==> config.mk <==
export PLATFORM = sky130hd
export DESIGN_NAME = hazard_unit
export DESIGN_NICKNAME = d
export VERILOG_FILES = /design/src/rtl/mips_pkg.sv /design/src/rtl/fwd_sel.sv /design/src/rtl/hazard_unit.sv
export SDC_FILE = /design/constraint.sdc
export NUM_CORES = 1
export LEC_CHECK = 0
export CORE_ASPECT_RATIO = 1.25
export CORE_MARGIN = 2
export CORE_UTILIZATION = 35
export CTS_CLUSTER_SIZE = 24
export DETAILED_ROUTE_END_ITERATION = 6
export GPL_ROUTABILITY_DRIVEN = 0
export PLACE_DENSITY = 0.8
export SYNTH_ARGS = -nofsm -noshare
export SYNTH_HDL_FRONTEND = slang
export SYNTH_SLANG_ARGS = --single-unit
==> constraint.sdc <==
create_clock -name clk -period 1.8 [get_ports clk]
set_input_delay 0.18 -clock clk [delete_from_list [all_inputs] [get_ports clk]]
set_output_delay 0.18 -clock clk [all_outputs]
set_load 0.005 [all_outputs]
==> src/rtl/mips_pkg.sv <==
// mips_pkg
// Shared definitions for the MIPS core pipeline control logic.
//   FWD_RF / FWD_WB / FWD_MEM : encodings of the EX-stage ALU operand source select
//   hz_state_t                : divide-tracking states used by the hazard controller
package mips_pkg;

    // ALU operand source selects driven into the EX-stage operand muxes
    localparam logic [1:0] FWD_RF  = 2'b00;
    localparam logic [1:0] FWD_WB  = 2'b01;
    localparam logic [1:0] FWD_MEM = 2'b10;

    // RUN: no divide outstanding, BUSY: divide result not yet in HI/LO
    typedef enum logic {
        RUN  = 1'b0,
        BUSY = 1'b1
    } hz_state_t;

endpackage

==> src/rtl/fwd_sel.sv <==
// fwd_sel
// Combinational forwarding comparator for one EX-stage ALU operand.
//   i_srcReg    : source register read by the EX instruction
//   i_writeRegM : destination register of the MEM-stage instruction
//   i_regWriteM : MEM-stage instruction writes the register file
//   i_writeRegW : destination register of the WB-stage instruction
//   i_regWriteW : WB-stage instruction writes the register file
//   o_fwdSel    : operand source (FWD_RF, FWD_WB or FWD_MEM)
module fwd_sel
    import mips_pkg::*;
#(
    parameter int REG_W = 5
) (
    input  logic [REG_W-1:0] i_srcReg,
    input  logic [REG_W-1:0] i_writeRegM,
    input  logic             i_regWriteM,
    input  logic [REG_W-1:0] i_writeRegW,
    input  logic             i_regWriteW,
    output logic [1:0]       o_fwdSel
);

    // MEM holds the younger result, so it is checked before WB. Register 0
    // is hard-wired to zero and must never be forwarded.
    always_comb begin
        o_fwdSel = FWD_RF;
        if (i_regWriteM && (i_writeRegM != '0) && (i_writeRegM == i_srcReg)) begin
            o_fwdSel = FWD_MEM;
        end else if (i_regWriteW && (i_writeRegW != '0) && (i_writeRegW == i_srcReg)) begin
            o_fwdSel = FWD_WB;
        end
    end

endmodule

==> src/rtl/hazard_unit.sv <==
// hazard_unit
// Pipeline hazard controller for the five-stage MIPS core.
//   clk, rst                  : clock and synchronous active-high reset
//   Rs_D, Rt_D                : source registers of the ID instruction
//   Rs_E, Rt_E                : source registers of the EX instruction
//   Mem_Read_E                : EX instruction is a load
//   Write_Reg_M/W, Reg_Write_M/W : MEM/WB destination register and write enable
//   branch_taken_E            : branch resolved taken in EX
//   div_D, mfhilo_D           : ID instruction is a divide / an mfhi-mflo
//   div_start_E               : divide enters EX this cycle
//   stall_F, stall_D          : hold PC / hold IF-ID
//   flush_D                   : clear IF-ID
//   clr_E                     : load a bubble into ID-EX
//   fwd_A_E, fwd_B_E          : ALU operand source selects
//   div_busy, div_done        : divide in flight / HI-LO valid pulse
module hazard_unit
    import mips_pkg::*;
#(
    parameter int DIV_LATENCY = 8,
    parameter int REG_W       = 5
) (
    input  logic             clk,
    input  logic             rst,
    input  logic [REG_W-1:0] Rs_D,
    input  logic [REG_W-1:0] Rt_D,
    input  logic [REG_W-1:0] Rs_E,
    input  logic [REG_W-1:0] Rt_E,
    input  logic             Mem_Read_E,
    input  logic [REG_W-1:0] Write_Reg_M,
    input  logic [REG_W-1:0] Write_Reg_W,
    input  logic             Reg_Write_M,
    input  logic             Reg_Write_W,
    input  logic             branch_taken_E,
    input  logic             div_D,
    input  logic             mfhilo_D,
    input  logic             div_start_E,
    output logic             stall_F,
    output logic             stall_D,
    output logic             flush_D,
    output logic             clr_E,
    output logic [1:0]       fwd_A_E,
    output logic [1:0]       fwd_B_E,
    output logic             div_busy,
    output logic             div_done
);

    localparam int              CNT_W    = $clog2(DIV_LATENCY);
    localparam logic [CNT_W-1:0] CNT_LOAD = CNT_W'(DIV_LATENCY - 1);

    hz_state_t        r_state;
    hz_state_t        w_stateNext;
    logic [CNT_W-1:0] r_cnt;
    logic [CNT_W-1:0] w_cntNext;
    logic             r_divDone;
    logic             w_divDoneNext;

    logic             w_divBusy;
    logic             w_loadUse;
    logic             w_divHold;
    logic             w_stall;
    logic [1:0]       w_fwdA;
    logic [1:0]       w_fwdB;

    // Divide tracker state. Reset abandons any divide in flight, so no
    // completion pulse can follow a reset.
    always_ff @(posedge clk) begin
        if (rst) begin
            r_state   <= RUN;
            r_cnt     <= '0;
            r_divDone <= 1'b0;
        end else begin
            r_state   <= w_stateNext;
            r_cnt     <= w_cntNext;
            r_divDone <= w_divDoneNext;
        end
    end

    // The counter holds the number of BUSY cycles still to come after the
    // current one, so BUSY lasts exactly DIV_LATENCY cycles. A new issue while
    // BUSY restarts the count and suppresses the pending completion; the
    // count sits at zero on exit so it never wraps.
    always_comb begin
        w_stateNext   = r_state;
        w_cntNext     = r_cnt;
        w_divDoneNext = 1'b0;
        case (r_state)
            RUN: begin
                if (div_start_E) begin
                    w_stateNext = BUSY;
                    w_cntNext   = CNT_LOAD;
                end
            end
            BUSY: begin
                if (div_start_E) begin
                    w_cntNext = CNT_LOAD;
                end else if (r_cnt == '0) begin
                    w_stateNext   = RUN;
                    w_divDoneNext = 1'b1;
                end else begin
                    w_cntNext = r_cnt - CNT_W'(1);
                end
            end
            default: begin
                w_stateNext = RUN;
                w_cntNext   = '0;
            end
        endcase
    end

    // A load followed by a dependent instruction, or any HI/LO reader or
    // second divide while the divider is busy, gets a single combined
    // bubble. Register 0 never creates a load-use dependency.
    always_comb begin
        w_divBusy = (r_state == BUSY);
        w_loadUse = Mem_Read_E && (Rt_E != '0) && ((Rt_E == Rs_D) || (Rt_E == Rt_D));
        w_divHold = w_divBusy && (mfhilo_D || div_D);
        w_stall   = w_loadUse || w_divHold;
    end

    fwd_sel #(.REG_W(REG_W)) u_fwdA (
        .i_srcReg    (Rs_E),
        .i_writeRegM (Write_Reg_M),
        .i_regWriteM (Reg_Write_M),
        .i_writeRegW (Write_Reg_W),
        .i_regWriteW (Reg_Write_W),
        .o_fwdSel    (w_fwdA)
    );

    fwd_sel #(.REG_W(REG_W)) u_fwdB (
        .i_srcReg    (Rt_E),
        .i_writeRegM (Write_Reg_M),
        .i_regWriteM (Reg_Write_M),
        .i_writeRegW (Write_Reg_W),
        .i_regWriteW (Reg_Write_W),
        .o_fwdSel    (w_fwdB)
    );

    // A taken branch discards the ID instruction anyway, so it wins over a
    // stall: the front end keeps moving and the wrong-path work is flushed.
    // Every control output is forced quiet while reset is held.
    always_comb begin
        stall_F  = !rst && w_stall && !branch_taken_E;
        stall_D  = !rst && w_stall && !branch_taken_E;
        flush_D  = !rst && branch_taken_E;
        clr_E    = !rst && (w_stall || branch_taken_E);
        fwd_A_E  = rst ? FWD_RF : w_fwdA;
        fwd_B_E  = rst ? FWD_RF : w_fwdB;
        div_busy = !rst && w_divBusy;
        div_done = !rst && r_divDone;
    end

endmodule

==> qor.tcl <==
set qor(design.final.nets) 204
set qor(cts.reportedPaths.clkPinSlew_ns) 0.05
set qor(drt_iter0_drc) 4
set qor(antenna_left) 0
set qor(path_max_fanout) 2
set qor(status) {finished, violations left}
set qor(start_kind) {primary input}
set qor(required_ns) 1.62
set qor(timing.final.ws_setup_ns) -0.00299
set qor(vdd_ir_drop_max_mv) 0.206
set qor(drt_pre_antenna_iters) 4
set qor(crit-reg2reg-launch) {r_cnt[0]}
set qor(drc_errors) 0
set qor(clock_tree.htree_level_count) 1
set qor(crit_chain) {clkdlybuf4s50_1, xor2_1, nor3_2, a22oi_2, o22ai_2, buf_4, buf_4, buf_2}
set qor(place.detailed.instances) 174
set qor(critical_path.endpoint_type) {output port}
set qor(avgRoutedWirePerCell_um) 14.8
set qor(grt_start_max_net_pins) 14
set qor(postSynthNetCount) 136
set qor(ys.warnings.count) 0
set qor(global_route.usage.total_pct) 20.4
set qor(seq_area_frac_synth_pct) 14.0
set qor(critical_path_arrival_ns) 1.62
set qor(critical_path.startpoint) {Rt_D[0]}
set qor(grt_first_pass_wirelength_mm) 3.60
set qor(die-height_um) 54.6
set qor(clock_tree.buffer_depth) 2
set qor(tightest_slew_ns) 0.426
set qor(setup_viol) 1
set qor(congestion_overflow_gr) 0
set qor(grt_antenna_before_repair) 0
set qor(critical_path_class) {primary input to output port}
set qor(total_leakage_power_nw) 0.653
set qor(timing.critical_path.slowest_stage_cell) {clkdlybuf4s50_1}
set qor(postSynthRegisterBits) 5
set qor(cts_num_sinks) 5
set qor(slew-limit-headroom_pct) 71.3
set qor(area_growth_pct) 99.7
set qor(fp.dieW_um) 44.4
set qor(register_to_register_setup_slack_ns) 0.17
set qor(post_synth_main_area_contributors) {xor2_1 22%, xnor2_1 15%, dfxtp_1 14%}
set qor(failed_checks) {negative setup slack}
set qor(min_path_type) {primary input to flip-flop}
set qor(pwr-share-clk_pct) 24.5
set qor(drt-vias-per-instance) 5.16
set qor(timing.hold.worst_path_depth) 3
set qor(final-hold-violation-count) 0
set qor(n_antenna_cell) 0
set qor(start_util_pct) 36.5
set qor(timing.critical_path.slowest_cell_delay_ns) 0.50
set qor(layout.cells.non_filler) 182
set qor(clock-skew-final_ns) 0.00525
set qor(fp.coreArea_um2) 1960
set qor(fraction_of_the_cycle_the_final_worst_path_needs_pct) 100
set qor(first_global_vias) 949
set qor(row_count) 18
set qor(ys_types) 28
set qor(power_frac_seq_pct) 22.9
set qor(netSwitchingPower_w) 0.000187
set qor(achievable-frequency_ghz) 0.555
set qor(place.detailed.hpwl_mm) 1.99
set qor(pwr_density_cell_nw_per_um2) 390
set qor(critical_path.reg2reg.endpoint) {r_cnt[0]}
set qor(worst_skew_pair.late_latency_ns) 0.25
set qor(io_pins) 49
set qor(cts_buffers) 3
set qor(fin_total_pwr_w) 0.000557
set qor(cp_common_cell) {buf_4}
set qor(worst_r2r_path_depth) 5
set qor(drive_gt1_share_pct) 30.2
set qor(netlist_instances) 95
set qor(wl_mm) 2.69
set qor(routed-via-count) 940
set qor(internal-power_w) 0.000370
set qor(detailedPlace.worstSlack_ns) -0.618
set qor(slew_viol_final) 0
set qor(synthesis.area_um2) 716
set qor(synth_top_area_cell) {xor2_1}
set qor(cts-root-buf) {clkbuf_4}
set qor(io_buffers) 48
set qor(cap_violations) 0
set qor(holdCritStartpoint) {rst}
set qor(fp.dieArea_um2) 2420
set qor(fraction_of_power_spent_switching_nets_pct) 33.5
set qor(worst_hold_path.endpoint) {r_cnt[2]}
set qor(synth_top_area_share_pct) 22.0
set qor(postSynthAreaPerCell_um2) 7.53
set qor(clock_tree_from_tritoncts) {done}
set qor(final_period_minus_worst_setup_slack_ns) 1.80
set qor(share_comb_of_total_power_pct) 52.5
-- metal layers --
| metal | global-route usage (%) | share of wire (%) |
|---|---|---|
| met1 | 18.9 | 36 |
| met4 | 13.1 | 2.8 |
| met3 | 1.65 | 3.8 |
| met2 | 41.7 | 57 |
| met5 | 0 | 0 |
-- worst max-delay path by stage --
stage                       to  slack, ns
global placement    fwd_A_E[0]      -0.57
detailed placement  fwd_A_E[0]      -0.62
finish                 stall_D     -0.003
CTS                 fwd_A_E[0]      -0.08
global route           stall_D      -0.05
floorplan             r_cnt[1]       0.35
-- cells in the final DEF (no fill, tap or decap), types with 4 or more instances in the layout --
cell             count
clkdlybuf4s50_1     17
dlymetal6s2s_1       5
dfxtp_1              5
nor3_2               6
nand2_1              4
dlygate4sd2_1       19
nor2_1               8
nand3_1              4
xor2_1              18
xnor2_1             12
buf_6                4
buf_4               18
-- final cells by class --
class / count / area (um2)
clock buffer: 4 / 26.3
fill: 152 / 531
inverter: 3 / 11.3
multi-input combinational: 80 / 646
sequential: 5 / 100
tap: 20 / 25.0
timing repair buffer: 70 / 621
-- kinds of logic after synthesis --
family / after synthesis / synth area share [%]
and+or+nand+nor: 38 / 30.1
xor gates and xnor gates: 30 / 36.7
AOI/OAI and AO/OA: 10 / 9.97
buffers and inverters: 10 / 5.77
DFF: 5 / 14.0
adders and majority gates: 2 / 3.50
-- metrics by stage --
stage | TNS, ns | utilization [%] | hold WS (ns) | instance area (um2)
global placement | -2.77 | 67.7 | 0.452 | 1330
floorplan | 0 | - | 0.301 | 716
global route | -0.0533 | 72.9 | 0.369 | 1430
finish | -0.00299 | 72.9 | 0.357 | 1430
detailed placement | -3.17 | 67.7 | 0.502 | 1330
CTS | -0.0787 | 69.8 | 0.513 | 1370
-- repair_timing --
| item | in CTS | in global routing |
|---|---|---|
| setup endpoints to repair | 7 | 6 |
| hold buffers | 0 | 0 |
| gates resized for setup | 43 | 25 |
| pin swaps | 8 | 9 |
| buffers inserted | 5 | 0 |
-- synth_stat cells --
cell type and count:
nand3b_1 1, nor4_2 1, o21ai_1 1, nor4_1 2
buf_4 1, nor3_1 7, xnor2_1 12, or4_1 3
clkbuf_1 6, o21ai_0 1, nor2_1 8, inv_1 3
o21ai_2 1, o21a_1 1, xor2_1 18, dfxtp_1 5
nor3_2 1, o221ai_1 1, nor3b_1 1, or3b_2 1
a211oi_1 3, ha_1 2, o22ai_1 1, and3b_1 1
nand3_1 4, nand2_1 4, nor2b_1 4, a22oi_1 1
-- sequential cells by signal (all words and copies together) (netlist names) --
signal / cells
r_divDone: 1
r_cnt: 3
r_state: 1
-- power groups by stage --
stage	logic, W	registers, W	clock network, W
floorplan	0.000119	0.000128	0
global placement	0.000271	0.000129	0
detailed placement	0.000279	0.000130	0
CTS	0.000274	0.000128	0.000140
global route	0.000312	0.000129	0.000141
finish	0.000293	0.000128	0.000137
-- worst max-delay path: cells and delay by family --
family                 cells  cell delay, ns
buffers and inverters      4            0.88
XOR/XNOR                   1            0.20
AO/OA/AOI/OAI              2            0.29
AND/OR/NAND/NOR            1            0.07
Note: power is estimated with default switching activity, not from simulation.
